$ cat src/rtl/tile_writeback_pkg.sv
// Shared constants and types for the tile-to-framebuffer copy engine.
package tile_writeback_pkg;
    localparam int TILE_DIM    = 32;
    localparam int TILE_PIXELS = TILE_DIM * TILE_DIM;

    typedef enum logic [2:0] {
        IDLE,
        WAIT_TILE,
        PREFETCH,
        WRITE,
        FINISH
    } state_t;

    typedef logic [15:0] rgb565_t;
endpackage

$ cat src/rtl/tile_writeback_fb_addr_gen.sv
// Framebuffer address generator: one multiply at start, then pure add stepping
// along the tile row and a stride jump at the end of each row.
module fb_addr_gen #(
    parameter int FB_STRIDE = 640,
    parameter int TILE_DIM  = 32
) (
    input  logic        clk,
    input  logic        resetn,
    input  logic        load,
    input  logic        step,
    input  logic        col_last,
    input  logic [31:0] fb_base,
    input  logic [4:0]  tile_x,
    input  logic [4:0]  tile_y,
    output logic [31:0] addr
);
    logic [31:0] addr_q;
    logic [31:0] addr_d;
    logic [31:0] base_off;

    always_comb begin
        base_off = (32'(tile_y) * 32'(TILE_DIM) * 32'(FB_STRIDE)
                  + 32'(tile_x) * 32'(TILE_DIM)) << 1;
        addr_d   = addr_q;
        if (load)
            addr_d = fb_base + base_off;
        else if (step)
            // Leaving column 31 lands on column 0 of the next framebuffer row.
            addr_d = col_last ? addr_q + 32'(2 * (FB_STRIDE - TILE_DIM + 1))
                              : addr_q + 32'd2;
    end

    always_ff @(posedge clk) begin
        if (!resetn) addr_q <= '0;
        else         addr_q <= addr_d;
    end

    assign addr = addr_q;
endmodule

$ cat src/rtl/tile_writeback.sv
// Copies one 32x32 RGB565 tile from the tile RAM to the framebuffer over Avalon-MM.
module tile_writeback #(
    parameter int FB_STRIDE = 640,
    parameter int TILE_DIM  = 32
) (
    input  logic        clk,
    input  logic        resetn,
    input  logic        start,
    input  logic [4:0]  tile_x,
    input  logic [4:0]  tile_y,
    input  logic [31:0] fb_base,
    input  logic        tile_done,
    output logic [9:0]  tile_addr,
    input  logic [15:0] tile_data,
    output logic [31:0] avm_address,
    output logic        avm_write,
    output logic [15:0] avm_writedata,
    input  logic        avm_waitrequest,
    output logic        busy,
    output logic        done
);
    import tile_writeback_pkg::*;

    state_t     state_q, state_d;
    logic [9:0] p_q, p_d;
    logic       load;
    logic       accept;

    always_comb begin
        state_d       = state_q;
        p_d           = p_q;
        load          = 1'b0;
        accept        = 1'b0;
        avm_write     = 1'b0;
        avm_writedata = '0;
        tile_addr     = '0;
        busy          = (state_q != IDLE);
        done          = 1'b0;
        case (state_q)
            IDLE: begin
                if (start) begin
                    state_d = WAIT_TILE;
                    p_d     = '0;
                    load    = 1'b1;
                end
            end
            WAIT_TILE: begin
                if (tile_done) state_d = PREFETCH;
            end
            PREFETCH: begin
                state_d = WRITE;
            end
            WRITE: begin
                avm_write     = 1'b1;
                avm_writedata = rgb565_t'(tile_data);
                accept        = !avm_waitrequest;
                // Hold the RAM address while stalled so the read data stays put.
                tile_addr     = accept ? p_q + 10'd1 : p_q;
                if (accept) begin
                    p_d = p_q + 10'd1;
                    if (p_q == 10'(TILE_PIXELS - 1)) state_d = FINISH;
                end
            end
            FINISH: begin
                done    = 1'b1;
                state_d = IDLE;
            end
            default: state_d = IDLE;
        endcase
    end

    always_ff @(posedge clk) begin
        if (!resetn) begin
            state_q <= IDLE;
            p_q     <= '0;
        end else begin
            state_q <= state_d;
            p_q     <= p_d;
        end
    end

    fb_addr_gen #(
        .FB_STRIDE(FB_STRIDE),
        .TILE_DIM (TILE_DIM)
    ) u_addr (
        .clk     (clk),
        .resetn  (resetn),
        .load    (load),
        .step    (accept),
        .col_last(p_q[4:0] == 5'd31),
        .fb_base (fb_base),
        .tile_x  (tile_x),
        .tile_y  (tile_y),
        .addr    (avm_address)
    );
endmodule
$ cat config.mk
export PLATFORM = sky130hd
export DESIGN_NAME = tile_writeback
export DESIGN_NICKNAME = d
export VERILOG_FILES = /design/src/rtl/tile_writeback_pkg.sv /design/src/rtl/tile_writeback_fb_addr_gen.sv /design/src/rtl/tile_writeback.sv
export SDC_FILE = /design/constraint.sdc
export NUM_CORES = 1
export LEC_CHECK = 0
export BUFFER_PORTS_ARGS = -buffer_cell sky130_fd_sc_hd__buf_4
export CAP_MARGIN = 30
export CORE_MARGIN = 10
export CORE_UTILIZATION = 40
export DETAILED_ROUTE_END_ITERATION = 8
export GPL_TIMING_DRIVEN = 0
export PLACE_DENSITY = 0.77
export SKIP_CTS_REPAIR_TIMING = 1
export SLEW_MARGIN = 40
export SYNTH_ARGS = -nofsm -noshare
export SYNTH_HDL_FRONTEND = slang
export SYNTH_SLANG_ARGS = --single-unit
$ cat constraint.sdc
create_clock -name clk -period 2.9 [get_ports clk]
set_input_delay 0 -clock clk [delete_from_list [all_inputs] [get_ports clk]]
set_output_delay 0 -clock clk [all_outputs]
set_load 0.02 [all_outputs]
==> flow_summary.json, run 1 <==
{
  "p_per_area_nw_per_um2": 395,
  "antenna_found_initial": 0,
  "pin_count": 124,
  "htree_num_levels": 2,
  "synth-xor-area-share_pct": 10.1,
  "synth_fa_ha_area_share_pct": 9.16,
  "cts_made_buffers": 5,
  "dieArea_sq_um": 14400,
  "fin_crit_sh_pct": 96.3,
  "initial_utilization_pct": 41.0,
  "yosysWarnings": 0,
  "drive_gt1_share_pct": 27.8,
  "arrival_ns": 3.02,
  "synth_area_leaders": "dfxtp_1 23%, ha_1 8.2%, xor2_1 5.5%",
  "period_minus_slack_ns": 2.79,
  "synth_top_area_share_pct": 22.6,
  "synth_ff_type": "dfxtp_1",
  "yosys.area_share.simple_pct": 29.1,
  "wl_per_cell_microns": 17.0,
  "die_x_microns": 120,
  "dieHeight_microns": 120,
  "core_sq_um": 9730,
  "path_class": "register to register",
  "required_ns": 3.13,
  "cts_max_path_buffers": 2,
  "final_util_pct": 54.8,
  "vdd_drop_max_v": 0.000189,
  "grt_max_degree": 14,
  "tritoncts": "yes",
  "fillers": 938,
  "postRouteAntennaNets": 0,
  "setup_ws_ns": 0.106,
  "fmax_ghz": 0.358,
  "syn_inst": 508,
  "grt_pass1_vias": 4232,
  "final_common_cell": "buf_4",
  "pre_cts_ws_ns": -0.352,
  "finalHoldViolations": 2,
  "fin_worst_skew_ns": 0.0114,
  "cts_root_buf": "clkbuf_8",
  "cp-end-kind": "register",
  "drc": 0,
  "finalMaxSlewViolations": 0,
  "worst_pin_slew_ns": 0.672,
  "grt.overflow.total": 0,
  "worstSkewPairLatency_ns": 0.30,
  "synth_edf_count": 0,
  "grt_pass1_wl_microns": 21600,
  "ys_types": 80,
  "drt-pass1-iter-count": 4,
  "setup_viol": 0,
  "synth-seq-cells": 45,
  "relSlewSlack_pct": 55.2,
  "outcome": "finished with violations",
  "syn_area_per_cell_sq_um": 7.85,
  "antenna_cells": 0,
  "synthArstFlopShare_pct": 0,
  "min_path_type": "primary input to register",
  "syn_nets": 599,
  "syn_area_sq_um": 3990,
  "cp_max_fo": 5,
  "design_area_sq_um": 5330,
  "synth_seq_area_share_pct": 22.6,
  "vias_per_cell": 5.60,
  "dpl_cell_area_sq_um": 5070,
  "grt_use_total_pct": 17.6,
  "io_buffers": 122,
  "p_leak_uw": 0.00230,
  "violations": "negative hold slack",
  "finalWeightedCongestion": 0.885,
  "via_count": 4368,
  "cp-start-kind": "register",
  "clk_pin_slew_ns": 0.09,
  "fin_nets": 737,
  "syn_to_final_growth_pct": 33.6,
  "multi_input_area_sq_um": 2960,
  "cts_sinks": 45,
  "seqCellArea_sq_um": 901,
  "synth-compound-area-share_pct": 22.8,
  "wirelength_microns": 13300,
  "drv_cap": 0,
  "first_iter_violations": 307,
  "synth_top_cell_by_area": "dfxtp_1",
  "synth_mux_area_share_pct": 1.54,
  "rows": 36,
  "total_power_uw": 2110,
  "synth_top_family_by_area": "simple AND/OR/NAND/NOR gates",
  "worst_hold_slack_ns": -0.0111,
  "mostFrequentLayoutCells": "131 x buf_4, 49 x nor2_1, 45 x dfxtp_1, 40 x nand2_1, 35 x a21oi_1",
  "hpwl_microns": 10800
}
==> power breakdown <==
group	switching (uW)	internal [uW]
Clock	219	281
Combinational	469	375
Sequential	85.3	677
==> per-layer routing <==
metal / GRT usage (%) / part of all wire, %
met1: 23.2 / 45
met2: 29.1 / 46
met3: 3.66 / 7.3
met4: 3.77 / 1.5
met5: 0 / 0
==> logic make-up (layout without fill, tap and decap cells) <==
kind of cell | after synthesis | count (layout)
compound gates | 129 | 129
xor+xnor | 46 | 46
fa+ha+maj | 28 | 28
buf+inv | 42 | 181
flops | 45 | 45
mux | 6 | 6
simple gates | 212 | 212
==> area by class of cell <==
cell class              count  area share (%)
plain buffers              27            2.51
clock buffers               7            1.62
clock inverters             1           0.564
inverters                  15            1.06
multi-input cells         421            55.5
flip-flops and latches     45            16.9
well taps                 133            3.12
repair buffers            131            18.7
==> synthesized netlist by cell type, drive strengths merged (2+ instances only) <==
cell and instances:
nor2 52, dfxtp 45, nand2 40, a21oi 38, ha 26, nand3 25
o21ai 25, xor2 25, xnor2 21, and2 19, nor3 17, clkbuf 15
inv 14, nand4 14, a211oi 12, and3 12, buf 12, a21o 7
nor2b 6, a31oi 5, mux2i 5, nor4 5, a221oi 4, and4 4
o211ai 4, or2 4, nand3b 3, o22ai 3, o311ai 3, o31ai 3
or3 3, a211o 2, a22oi 2, a2bb2oi 2, a311oi 2, and4bb 2
fa 2, o21a 2, o32ai 2
==> stage by stage <==
step / std cells / setup TNS [ns]
after global routing: 780 / -0.0149
final: 780 / 0
after global placement: 763 / -1.39
after detailed placement: 763 / -1.76
after floorplan: 508 / 0
after CTS: 771 / -0.165
==> flip-flops by register name, summed over array words and instances (netlist names) <==
name         flops
p_q             10
u_addr.addr     32
state_q          3
==> path summary, 6_finish.rpt <==
kind              slack, ns  cells past startpoint           start              end
hold reg to reg        0.47                      2  u_addr.addr[0]   u_addr.addr[0]
hold / removal        -0.01                      3      fb_base[5]   u_addr.addr[5]
setup reg to reg       0.11                     10          p_q[0]  u_addr.addr[30]
setup / recovery       0.11                     10          p_q[0]  u_addr.addr[30]
==> critical path, cell delays in order (launching register included) <==
cell	delay, ns
dfxtp_1	0.37
ha_1	0.24
and3_1	0.21
ha_2	0.22
ha_1	0.22
or3_1	0.47
a31oi_4	0.29
nor2_2	0.10
nand3_1	0.10
mux2_1	0.34
o221ai_1	0.16
No activity file was read; power rests on OpenSTA's default activity.
==> inputs of run 2 (changes only) <==
==> constraint.sdc (replaced) <==
create_clock -name clk -period 2.5 [get_ports clk]
set_input_delay 0 -clock clk [delete_from_list [all_inputs] [get_ports clk]]
set_output_delay 0 -clock clk [all_outputs]
set_load 0.02 [all_outputs]
==> flow_summary.json, run 2 (synthesis results as in run 1) <==
{
  "initial_utilization_pct": 41.0,
  "min_path_type": "primary input to register",
  "cp_cell_sequence": "buf_8, ha_4, ha_4, fa_2, xor2_1, ha_1, buf_6, a211oi_4, o211ai_1, a32oi_2, and4bb_1, xnor2_2, a221oi_2",
  "io_buffers": 122,
  "htree_num_levels": 2,
  "worstSkewPairLatency_ns": 0.32,
  "path_class": "primary input to register",
  "r2r_setup_slack_ns": -0.04,
  "grt_pass1_vias": 4363,
  "period_minus_slack_ns": 2.59,
  "cp-start-kind": "primary input",
  "clk_pin_slew_ns": 0.10,
  "wl_per_cell_microns": 17.7,
  "r2r_cells": 11,
  "drt-pass1-iter-count": 5,
  "p_sw_uw": 974,
  "tns_ns": -0.324,
  "dp.cells": 763,
  "largest_reg_flops": 32,
  "antenna_cells": 0,
  "crit-reg2reg-capture": "u_addr.addr[30]",
  "cts_made_buffers": 5,
  "cts_sinks": 45,
  "dieHeight_microns": 120,
  "comb_power_share_pct": 40.5,
  "cts_max_path_buffers": 2,
  "violations": "negative hold slack, negative setup slack",
  "vdd_drop_max_v": 0.000266,
  "path_common_cell": "ha_4",
  "holdPathEnd": "u_addr.addr[5]",
  "cts_root_buf": "clkbuf_8",
  "postRouteAntennaNets": 0,
  "drc": 0,
  "via_count": 4448,
  "first_iter_violations": 357,
  "fin_cells": 796,
  "core_sq_um": 9730,
  "tritoncts": "yes",
  "p_per_area_nw_per_um2": 457,
  "pre_cts_ws_ns": -0.467,
  "drive_gt1_share_pct": 34.8,
  "cpMaxStageDelayCell": "fa_2",
  "pin_count": 124,
  "p_leak_uw": 0.00249,
  "seqPwrFrac_pct": 33.5,
  "cp-end-kind": "register",
  "crit_path_max_incr_delay_ns": 0.36,
  "hold_start": "fb_base[5]",
  "die_x_microns": 120,
  "worst_pin_slew_ns": 0.669,
  "worst_hold_slack_ns": -0.0268,
  "outcome": "finished with violations",
  "whs_path_depth": 3,
  "grt_max_degree": 16,
  "rsz0062_at_grt": "yes",
  "relSlewSlack_pct": 55.4,
  "swShare_pct": 36.7,
  "drv_cap": 0,
  "required_ns": 2.73,
  "fmax_ghz": 0.386,
  "fin_worst_skew_ns": 0.0120,
  "final_util_pct": 59.6,
  "antenna_found_initial": 0,
  "cp_max_fo": 5,
  "mostFrequentLayoutCells": "137 x buf_4, 48 x nor2_1, 43 x dfxtp_1, 40 x nand2_1, 31 x a21oi_1",
  "finalHoldViolations": 3,
  "hpwl_microns": 10700,
  "r2r-start": "p_q[0]",
  "final_common_cell": "buf_4",
  "setup_ws_ns": -0.0940,
  "grt.overflow.total": 0,
  "syn_to_final_growth_pct": 45.5,
  "vias_per_cell": 5.59,
  "dieArea_sq_um": 14400,
  "fin_crit_sh_pct": 104,
  "arrival_ns": 2.82,
  "finalMaxSlewViolations": 0,
  "rows": 36,
  "grt_use_total_pct": 17.8,
  "grt_pass1_wl_microns": 21700,
  "fin_nets": 753,
  "pwr-share-clk_pct": 26.0,
  "wirelength_microns": 14100,
  "p_int_uw": 1680,
  "finalWeightedCongestion": 0.919,
  "setup_viol": 6
}
[run 2: cell type report]
class	count	area (sq um)
repair buffers	147	1140
clock buffers	5	68.8
clock inverters	3	68.8
fillers	899	3930
multi-input cells	421	3250
inverters	15	56.3
plain buffers	27	145
well taps	133	166
flip-flops and latches	45	906
[run 2: worst max-delay path by stage]
stage / start / to / slack, ns / cells after the start
CTS: p_q[0] / u_addr.addr[30] / -0.31 / 10
floorplan: tile_y[1] / u_addr.addr[31] / -0.03 / 12
finish: tile_y[3] / u_addr.addr[31] / -0.09 / 13
global placement: tile_y[2] / u_addr.addr[25] / -0.42 / 13
global route: tile_y[3] / u_addr.addr[31] / -0.19 / 13
detailed placement: tile_y[2] / u_addr.addr[25] / -0.47 / 13
[run 2: worst max-delay path, delay by kind of cell]
kind	cells	cell delay (ns)
compound gates	4	0.94
xor+xnor	2	0.31
fa+ha+maj	4	1.06
buf+inv	2	0.24
simple gates	1	0.25
[run 2: power groups by stage]
stage          Sequential, uW  Clock [uW]  Combinational [uW]
2_1_floorplan             950           0                 558
3_3_place_gp              896           0                 965
3_5_place_dp              899           0                 982
4_1_cts                   883         693                 986
5_1_grt                   899         718                1170
6_report                  888         690                1070
[run 2: metrics by stage]
step                total power, uW  cell area (sq um)
global route                   2780               5800
CTS                            2560               5320
global placement               1860               5180
floorplan                      1510               4100
finish                         2650               5800
detailed placement             1880               5180
[run 2: per-layer routing]
metal | up-vias | GRT usage [%] | routed length, microns
met5 | - | 0 | 0
met4 | 0 | 4.07 | 127
met3 | 10 | 3.38 | 913
met2 | 177 | 30.3 | 6720
met1 | 2098 | 22.9 | 6300
li1 | 2163 | - | -
